===== src/rtl/cdb_broadcast_unit.sv =====
// rtl/cdb_broadcast_unit.sv - Dual-slot CDB producer fed by three result sources through an in-order queue
module cdb_broadcast_unit #(
    parameter int DEPTH = 4
) (
    input  logic                     clk,
    input  logic                     rst_n,
    input  logic                     flush,
    input  logic                     src0_valid,
    input  logic [3:0]               src0_tag,
    input  logic [15:0]              src0_data,
    output logic                     src0_ready,
    input  logic                     src1_valid,
    input  logic [3:0]               src1_tag,
    input  logic [15:0]              src1_data,
    output logic                     src1_ready,
    input  logic                     src2_valid,
    input  logic [3:0]               src2_tag,
    input  logic [15:0]              src2_data,
    output logic                     src2_ready,
    output logic [41:0]              CDBData,
    output logic [$clog2(DEPTH):0]   occupancy
);

    localparam int PW = $clog2(DEPTH);
    localparam int CW = PW + 1;

    logic [19:0]   mem_q [DEPTH];
    logic [PW-1:0] head_q, head_d;
    logic [PW-1:0] tail_q, tail_d;
    logic [CW-1:0] count_q, count_d;
    logic [41:0]   cdb_q, cdb_d;

    logic [CW-1:0] k_w;
    logic [CW-1:0] free_w;
    logic [CW-1:0] before1_w;
    logic [CW-1:0] before2_w;
    logic [CW-1:0] n_acc_w;
    logic          acc0_w, acc1_w, acc2_w;
    logic          en_w;
    logic [PW-1:0] idx1_w, idx2_w;
    logic [PW-1:0] head_p1_w;

    always_comb begin
        k_w       = (count_q >= CW'(2)) ? CW'(2) : count_q;
        free_w    = CW'(DEPTH) - count_q + k_w;
        before1_w = CW'(src0_valid);
        before2_w = CW'(src0_valid) + CW'(src1_valid);
        en_w      = rst_n & ~flush;

        // Readies depend only on count and lower-index valids, never on their own valid.
        src0_ready = en_w && (CW'(0) < free_w);
        src1_ready = en_w && (before1_w < free_w);
        src2_ready = en_w && (before2_w < free_w);

        acc0_w  = src0_valid & src0_ready;
        acc1_w  = src1_valid & src1_ready;
        acc2_w  = src2_valid & src2_ready;
        n_acc_w = CW'(acc0_w) + CW'(acc1_w) + CW'(acc2_w);

        idx1_w    = tail_q + PW'(acc0_w);
        idx2_w    = idx1_w + PW'(acc1_w);
        tail_d    = tail_q + PW'(n_acc_w);
        head_d    = head_q + PW'(k_w);
        head_p1_w = head_q + PW'(1);
        count_d   = count_q - k_w + n_acc_w;

        cdb_d = '0;
        if (k_w >= CW'(1)) begin
            cdb_d[20:0] = {1'b1, mem_q[head_q]};
        end
        if (k_w == CW'(2)) begin
            cdb_d[41:21] = {1'b1, mem_q[head_p1_w]};
        end
    end

    always_ff @(posedge clk or negedge rst_n) begin
        if (!rst_n) begin
            head_q  <= '0;
            tail_q  <= '0;
            count_q <= '0;
            cdb_q   <= '0;
            for (int i = 0; i < DEPTH; i++) begin
                mem_q[i] <= '0;
            end
        end else if (flush) begin
            head_q  <= '0;
            tail_q  <= '0;
            count_q <= '0;
            cdb_q   <= '0;
        end else begin
            head_q  <= head_d;
            tail_q  <= tail_d;
            count_q <= count_d;
            cdb_q   <= cdb_d;
            // Drained slots are read from the old contents, so same-edge reuse is safe.
            if (acc0_w) mem_q[tail_q] <= {src0_tag, src0_data};
            if (acc1_w) mem_q[idx1_w] <= {src1_tag, src1_data};
            if (acc2_w) mem_q[idx2_w] <= {src2_tag, src2_data};
        end
    end

    assign CDBData   = cdb_q;
    assign occupancy = count_q;

endmodule


===== config.mk =====
export PLATFORM = sky130hd
export DESIGN_NAME = cdb_broadcast_unit
export DESIGN_NICKNAME = d
export VERILOG_FILES = /design/src/rtl/cdb_broadcast_unit.sv
export SDC_FILE = /design/constraint.sdc
export NUM_CORES = 1
export LEC_CHECK = 0
export ABC_AREA = 1
export ABC_CLOCK_PERIOD_IN_PS = 3300
export CORE_ASPECT_RATIO = 1.1
export CORE_UTILIZATION = 25
export CTS_CLUSTER_SIZE = 30
export DETAILED_ROUTE_END_ITERATION = 10
export PLACE_DENSITY_LB_ADDON = 0.1
export SLEW_MARGIN = 20
export SYNTH_ARGS = -nofsm -noshare
export SYNTH_HDL_FRONTEND = slang
export SYNTH_SLANG_ARGS = --single-unit

===== constraint.sdc =====
create_clock -name clk -period 3.3 [get_ports clk]
set_input_delay 0.33 -clock clk [delete_from_list [all_inputs] [get_ports clk]]
set_output_delay 0.33 -clock clk [all_outputs]
set_load 0.05 [all_outputs]

==> results of run 1 <==
[area by class of cell]
| type | count | area, sq um |
|---|---|---|
| multi-input combinational | 1461 | 6257 |
| clock inverter | 13 | 209.0 |
| sequential | 129 | 3236 |
| inverter | 41 | 153.9 |
| clock buffer | 19 | 442.9 |
| tap | 507 | 634.4 |
| fill | 4400 | 26930 |
| timing repair buffer | 183 | 1690 |
[worst reg2reg max path, cell delays in order, from the launching register on]
cell and delay, ns:
dfrtp_2 0.45, inv_2 0.08, nand2_1 0.06, nand2_1 0.06, o21ai_1 0.10, ha_1 0.29, nand2_1 0.08, nand2_2 0.07
a21oi_4 0.16, nand2_2 0.07, fa_1 0.47, ha_1 0.29, inv_1 0.05, ha_1 0.14, inv_1 0.05, fa_1 0.36
xor2_1 0.15, nor2_1 0.08
[per-layer routing]
layer,global-route usage [%],wire (um),vias up
met1,32.45,22580,5672
met2,43.57,24800,442
met5,0,0,-
li1,-,-,5680
met3,2.638,2374,91
met4,10.73,1801,0
[state kept, by name, summed over array words and instances, names as in the netlist]
signal / cells
tail_q: 2
CDBData: 42
mem_q: 80
head_q: 2
occupancy: 3
[metrics by stage]
stage               hold WS, ns  utilization, %
CTS                      0.2357           31.85
floorplan               0.03441               -
global placement         0.1486           30.18
global route             0.2523           31.91
detailed placement       0.1487           30.18
finish                   0.2559           31.91
[power by group]
group	switching [W]	internal, W
Clock	0.000840	0.00136
Sequential	0.000645	0.00220
Combinational	0.00419	0.00190
Total	0.00568	0.00547
[worst paths after layout]
kind | start | cells past startpoint | endpoint | slack [ns]
max | occupancy[0]$_DFF_PN0_ | 17 | occupancy[2]$_DFF_PN0_ | 0.22
min | rst_n | 2 | CDBData[20]$_DFF_PN0_ | 0.26
max reg2reg | occupancy[0]$_DFF_PN0_ | 17 | occupancy[2]$_DFF_PN0_ | 0.22
min reg2reg | mem_q[42]$_DFFE_PN0N_ | 2 | CDBData[23]$_DFF_PN0_ | 0.58
max in group asynchronous | rst_n | 3 | mem_q[57]$_DFFE_PN0N_ | 2.04
min in group clk | mem_q[42]$_DFFE_PN0N_ | 2 | CDBData[23]$_DFF_PN0_ | 0.58
[cells by family (layout without fill, tap and decap cells)]
logic type / count (synthesis) / count (layout)
AOI/OAI and AO/OA: 136 / 136
xor gates and xnor gates: 7 / 7
adders and majority gates: 11 / 11
buffers and inverters: 166 / 256
DFF: 129 / 129
and+or+nand+nor: 1307 / 1307
[repair_timing]
item / in CTS / in global routing
setup endpoints to repair: 0 / 1
hold buffers: 1 / 0
setup buffers: 0 / 3
endpoints found under the hold margin: 4 / 0
[placed cells by master, fill, tap and decap left out, types with 2 or more instances in the layout]
cell / n
nand2_1: 906
nor2_1: 216
dfrtp_1: 123
clkdlybuf4s50_1: 109
nand3_1: 85
nor3_1: 80
buf_4: 69
o21ai_0: 49
inv_1: 37
a21oi_1: 29
o22ai_1: 20
a211oi_1: 17
clkbuf_16: 17
nor2_2: 10
ha_1: 9
o221ai_1: 8
a311oi_1: 7
dfrtp_2: 6
xor2_1: 5
bufinv_16: 5
inv_2: 4
a221oi_1: 4
nand2_2: 3
clkinvlp_4: 3
buf_12: 3
nand4_1: 2
fa_1: 2
clkinv_4: 2
clkinv_2: 2
==> key figures, run 1 <==
Status
  – Outcome: complete, no violations

Flow run
  – Max_cap viols: 0

Place
  – Placed insts: 2317
  – GP Congestion: 0.8229
  – HPWL Detailed: 32910 um
  – Port bufs: 113
  – Post-Place Worst Slack: -0.02935 ns
  – Dpl cell area: 0.01194 sq mm

Critical path
  – Critical path fanouts, max: 8
  – CP max stage delay: 0.47 ns
  – CP max-delay cell: fa_1
  – Crit path buffers/inverters: 3
  – CP required: 3.67 ns
  – Worst setup EP type: register
  – Cells along the critical path: inv_2 -> nand2_1 -> nand2_1 -> o21ai_1 -> ha_1 -> nand2_1 -> nand2_2 -> a21oi_4 -> nand2_2 -> fa_1 -> ha_1 -> inv_1 -> ha_1 -> inv_1 -> fa_1 -> xor2_1 -> nor2_1
  – Startpoint Class: register
  – Worst setup path class: reg2reg
  – Largest delay share family, worst path: adder cells
  – WP data arrival: 3.45 ns

Global routing
  – GRT Resource Usage Total: 25.36%
  – GR Overflow Total: 0
  – Largest net degree at the start of global routing: 126
  – Vias in the first global route: 11430
  – Antenna violations before repair: 1
  – Global-route wire length before repair: 76390 um

Clock tree
  – H-tree lvl count: 4
  – CTS tree: done
  – Clk slew on worst S/H paths: 0.06 ns
  – Number of gates resized after cts: 0
  – Clock insertion delay at the later pin of the skew report: 0.45 ns
  – Clk sink count: 129
  – CTS Root Cell: clkbuf_16
  – CTS Buf Count: 17
  – Clk buf depth: 2

Yosys
  – Post-synthesis compound-gate area fraction: 8.096%
  – Post-synthesis async set-or-reset flop share: 100.0%
  – Syn Std Cell Area: 0.01012 sq mm
  – Mux cell area share after synthesis: 0%
  – Syn_area_per_cell: 5.764 sq um
  – Synth warn: 0
  – Main combinational cell family by area after synthesis: simple AND/OR/NAND/NOR gates
  – Adder-cell share of the synthesized area: 1.508%
  – EDFF count, synth: 0
  – Share of the synthesized area in the top cell type: 33.67%
  – Top-count cell post-synth: nand2_1
  – Synth Area in Simple Gates: 50.87%
  – Sequential share of the synthesized area: 31.89%
  – Cell taking the most area after synthesis: nand2_1
  – #FFs+latches synth: 129
  – Syn_nets: 1833
  – Mapped Cells: 1756
  – Post-synth top flop: dfrtp_1
  – Xor/xnor share of the synthesized area: 0.7911%
  – Synth unique cells: 30
  – Post-synth top cells: nand2_1 (908), nor2_1 (225), dfrtp_1 (129)
  – Synth area leaders: nand2_1 (34%), dfrtp_1 (32%), nor2_1 (8.3%)

Finish
  – Layout Cells excl Fill: 2353
  – Design area: 0.01262 sq mm
  – Area grow syn2layout: 24.71%
  – # nets final: 1910
  – Share of cells above drive strength 1: 7.259%
  – Diodes inserted: 0

Route
  – Wire per inst: 21.91 um
  – Vias: 11890
  – Post-route ant nets: 0
  – DR DRC count: 0
  – Initial DRC Count: 979
  – Vias/cell: 5.051
  – Drt first pass iters: 6
  – Drt total wl: 51560 um

STA
  – Post-layout min period: 3.078 ns
  – Final max-slew violation count: 0
  – Setup Skew: 0.01096 ns
  – Tcrit/Tclk final: 93.28%
  – Final Hold Viols: 0
  – Setup violators final: 0
  – Setup slack of the critical path after layout: 0.2216 ns
  – Setup TNS: 0 ns
  – RSZ-0062 raised after global routing: false
  – Fmax: 324.8 MHz
  – Worst slew margin: 34.91%
  – Worst slew pin tran: 0.9752 ns

Floorplan
  – DIE AREA: 0.04130 sq mm
  – Die width: 193.9 um
  – Row cnt: 76
  – DIE HEIGHT: 213.0 um
  – Core box area: 0.03956 sq mm
  – Starting density of the core: 25.59%
  – Ports: 114

Power and ir drop
  – Overall Power: 0.01114 W
  – Pwr dens: 882.8 mW/mm^2
  – Maximum VDD drop: 0.3993 mV
  – Pleak: 6.528 nW

Worst hold path
  – Hold Path Class: in2async
Power figures use the tool's default switching activity.
==> run 2: changes to the inputs <==
--- a/config.mk
+++ b/config.mk
@@ -12,6 +12,7 @@
 export CTS_CLUSTER_SIZE = 30
 export DETAILED_ROUTE_END_ITERATION = 10
 export PLACE_DENSITY_LB_ADDON = 0.1
+export REMOVE_ABC_BUFFERS = 1
 export SLEW_MARGIN = 20
 export SYNTH_ARGS = -nofsm -noshare
 export SYNTH_HDL_FRONTEND = slang
==> run 2 against run 1 <==
  * Combinational power rose by 1%
  * Clock-buffer cell count increased by 3
  * Register-to-register slack improved by 0.05 ns
  * Largest cell class unchanged
  * Largest power group unchanged
  * Highest routed layer unchanged
==> key figures, run 2 (same netlist as run 1, synthesis figures left out) <==
Status
  – Outcome: complete, no violations (unchanged)

Route
  – Vias: 11810 (was 11890)
  – Drt total wl: 49320 um (was 51560 um)
  – Vias/cell: 5.014 (was 5.051)
  – Post-route ant nets: 0 (unchanged)
  – Drt first pass iters: 5 (was 6)
  – DR DRC count: 0 (unchanged)
  – Initial DRC Count: 1009 (was 979)
  – Wire per inst: 20.94 um (was 21.91 um)

Worst hold path
  – Hold Path Class: in2async (unchanged)

Clock tree
  – H-tree lvl count: 4 (unchanged)
  – Clock insertion delay at the later pin of the skew report: 0.46 ns (was 0.45 ns)
  – Clk buf depth: 2 (unchanged)
  – Hold_buf cts: 0 (was 1)
  – CTS Root Cell: clkbuf_16 (unchanged)
  – CTS Buf Count: 17 (unchanged)
  – Clk sink count: 129 (unchanged)
  – Clk slew on worst S/H paths: 0.06 ns (about the same)
  – CTS tree: done (unchanged)

STA
  – Final Hold Viols: 0 (unchanged)
  – Worst slew margin: 22.32% (was 34.91%)
  – Setup violators final: 0 (unchanged)
  – Tcrit/Tclk final: 91.77% (was 93.28%)
  – RSZ-0062 raised after global routing: false (unchanged)
  – Hold_ws: 0.03202 ns (was 0.2559 ns)
  – Worst slew pin tran: 1.165 ns (was 0.9752 ns)
  – Final max-slew violation count: 0 (unchanged)
  – Post-layout min period: 3.028 ns (was 3.078 ns)
  – Setup Skew: 0.008322 ns (was 0.01096 ns)
  – Fmax: 330.2 MHz (was 324.8 MHz)

Power and ir drop
  – Switching Power: 0.005582 W (was 0.005678 W)
  – Gate power share: 55.0% (was 54.7%)
  – Pwr dens: 885.1 mW/mm^2 (was 882.8 mW/mm^2)
  – Maximum VDD drop: 0.4367 mV (was 0.3993 mV)
  – Clock power frac: 20.6% (was 19.8%)
  – Sw Share: 49.81% (was 50.95%)
  – Cell Int Power: 0.005624 W (was 0.005466 W)
  – Pleak: 6.564 nW (was 6.528 nW)
  – Flop pwr share: 24.4% (was 25.6%)

Global routing
  – Antenna violations before repair: 0 (was 1)
  – Vias in the first global route: 11340 (was 11430)
  – Largest net degree at the start of global routing: 81 (was 126)
  – GRT Resource Usage Total: 24.34% (was 25.36%)
  – GR Overflow Total: 0 (unchanged)
  – Global-route wire length before repair: 73310 um (was 76390 um)

Critical path
  – Worst setup EP type: register (unchanged)
  – Worst r2r src: occupancy[0]$_DFF_PN0_ (unchanged)
  – Cells along the critical path: buf_4 -> o21ai_2 -> ha_1 -> nand2_1 -> nand2_1 -> a21oi_2 -> nand2_1 -> fa_1 -> ha_1 -> inv_1 -> ha_1 -> inv_1 -> fa_1 -> xor2_1 -> nor2_1 (was inv_2 -> nand2_1 -> nand2_1 -> o21ai_1 -> ha_1 -> nand2_1 -> nand2_2 -> a21oi_4 -> nand2_2 -> fa_1 -> ha_1 -> inv_1 -> ha_1 -> inv_1 -> fa_1 -> xor2_1 -> nor2_1)
  – R2R depth: 15 (was 17)
  – CP required: 3.65 ns (was 3.67 ns)
  – WP data arrival: 3.38 ns (was 3.45 ns)
  – Reg2reg end: occupancy[2]$_DFF_PN0_ (unchanged)
  – Worst setup path class: reg2reg (unchanged)
  – Critical path fanouts, max: 4 (was 8)
  – Worst R2R Setup Slack: 0.27 ns (was 0.22 ns)
  – CP max stage delay: 0.48 ns (was 0.47 ns)
  – CP max-delay cell: fa_1 (unchanged)
  – Startpoint Class: register (unchanged)

Finish
  – Final core occ: 32.01% (was 31.91%)
  – Most frequent cells in the layout: nand2_1 (907), nor2_1 (216), dfrtp_1 (126) (was nand2_1 (906), nor2_1 (216), dfrtp_1 (123))
  – Design area: 0.01266 sq mm (was 0.01262 sq mm)
  – Most flops, register: mem_q (unchanged)
  – Commonest non-fill, non-tap cell in the layout: nand2_1 (unchanged)
  – # nets final: 1911 (was 1910)
  – Area grow syn2layout: 25.08% (was 24.71%)
  – Register area: 0.003232 sq mm (was 0.003236 sq mm)
  – Share of cells above drive strength 1: 7.201% (was 7.259%)
  – Largest register FFs: 80 (unchanged)
  – Area of the multi-input gates: 0.006243 sq mm (was 0.006257 sq mm)
  – FILL cells: 4364 (was 4400)

Floorplan
  – Core box area: 0.03956 sq mm (unchanged)
  – Row cnt: 76 (unchanged)
  – DIE HEIGHT: 213.0 um (unchanged)
  – DIE AREA: 0.04130 sq mm (unchanged)
  – Die width: 193.9 um (unchanged)
  – Starting density of the core: 25.59% (unchanged)
  – Ports: 114 (unchanged)

Place
  – GP Congestion: 0.8182 (was 0.8229)
  – HPWL Detailed: 30070 um (was 32910 um)
  – Port bufs: 113 (unchanged)
  – Dpl cell area: 0.01193 sq mm (was 0.01194 sq mm)

Flow run
  – Max_cap viols: 0 (unchanged)
[run 2: through the flow]
stage | worst slack (ns) | instances | setup TNS, ns | power [W]
4_1_cts | 0.09979 | 2350 | 0 | 0.01118
3_3_place_gp | -0.1096 | 2318 | -2.017 | 0.008776
5_1_grt | 0.001314 | 2354 | 0 | 0.01205
3_5_place_dp | -0.1446 | 2318 | -5.570 | 0.008818
6_report | 0.2717 | 2355 | 0 | 0.01121
2_1_floorplan | -2.688 | 1631 | -200.87 | 0.006420
[run 2: area by class of cell]
| cell class | instances | share of cell area, % |
|---|---|---|
| Multi-Input combinational cell | 1461 | 49.31 |
| Sequential cell | 129 | 25.53 |
| Timing Repair Buffer | 184 | 13.49 |
| Tap cell | 507 | 5.010 |
| Clock buffer | 22 | 3.824 |
| Clock inverter | 10 | 1.601 |
| Inverter | 41 | 1.216 |
| Antenna cell | 1 | 0.01976 |
[run 2: what timing repair did]
action | in CTS | in global routing
resized for setup | 0 | 3
endpoints found under the setup margin | 0 | 2
buffers inserted | 0 | 4
endpoints found under the hold margin | 0 | 0
[run 2: critical path: cells and delay by family (launching register included)]
kind            cells  cell delay (ns)
buf+inv             3             0.26
xor+xnor            1             0.14
compound gates      2             0.33
flops               1             0.42
simple gates        4             0.28
fa+ha+maj           5             1.51
[run 2: worst max path at each step]
| stage | from | end | slack [ns] | cells after the start |
|---|---|---|---|---|
| 6_report | occupancy[0]$_DFF_PN0_ | occupancy[2]$_DFF_PN0_ | 0.27 | 15 |
| 4_1_cts | occupancy[0]$_DFF_PN0_ | occupancy[2]$_DFF_PN0_ | 0.1 | 17 |
| 2_1_floorplan | occupancy[0]$_DFF_PN0_ | mem_q[40]$_DFFE_PN0N_ | -2.69 | 12 |
| 3_5_place_dp | src0_valid | mem_q[23]$_DFFE_PN0N_ | -0.14 | 13 |
| 3_3_place_gp | src1_valid | occupancy[2]$_DFF_PN0_ | -0.11 | 15 |
| 5_1_grt | occupancy[0]$_DFF_PN0_ | occupancy[2]$_DFF_PN0_ | 0.001 | 17 |
[run 2: metal layers]
layer / share of wire [%] / track usage [%]
met1: 44 / 31.70
met2: 47 / 40.78
met3: 7.0 / 3.949
met4: 2.5 / 8.621
met5: 0 / 0
[run 2: power by group through the flow]
stage	registers, W	clock network, W	logic [W]
floorplan	0.00342	0	0.00300
global placement	0.00276	0	0.00602
detailed placement	0.00275	0	0.00607
CTS	0.00273	0.00235	0.00609
global route	0.00282	0.00242	0.00681
finish	0.00273	0.00231	0.00616
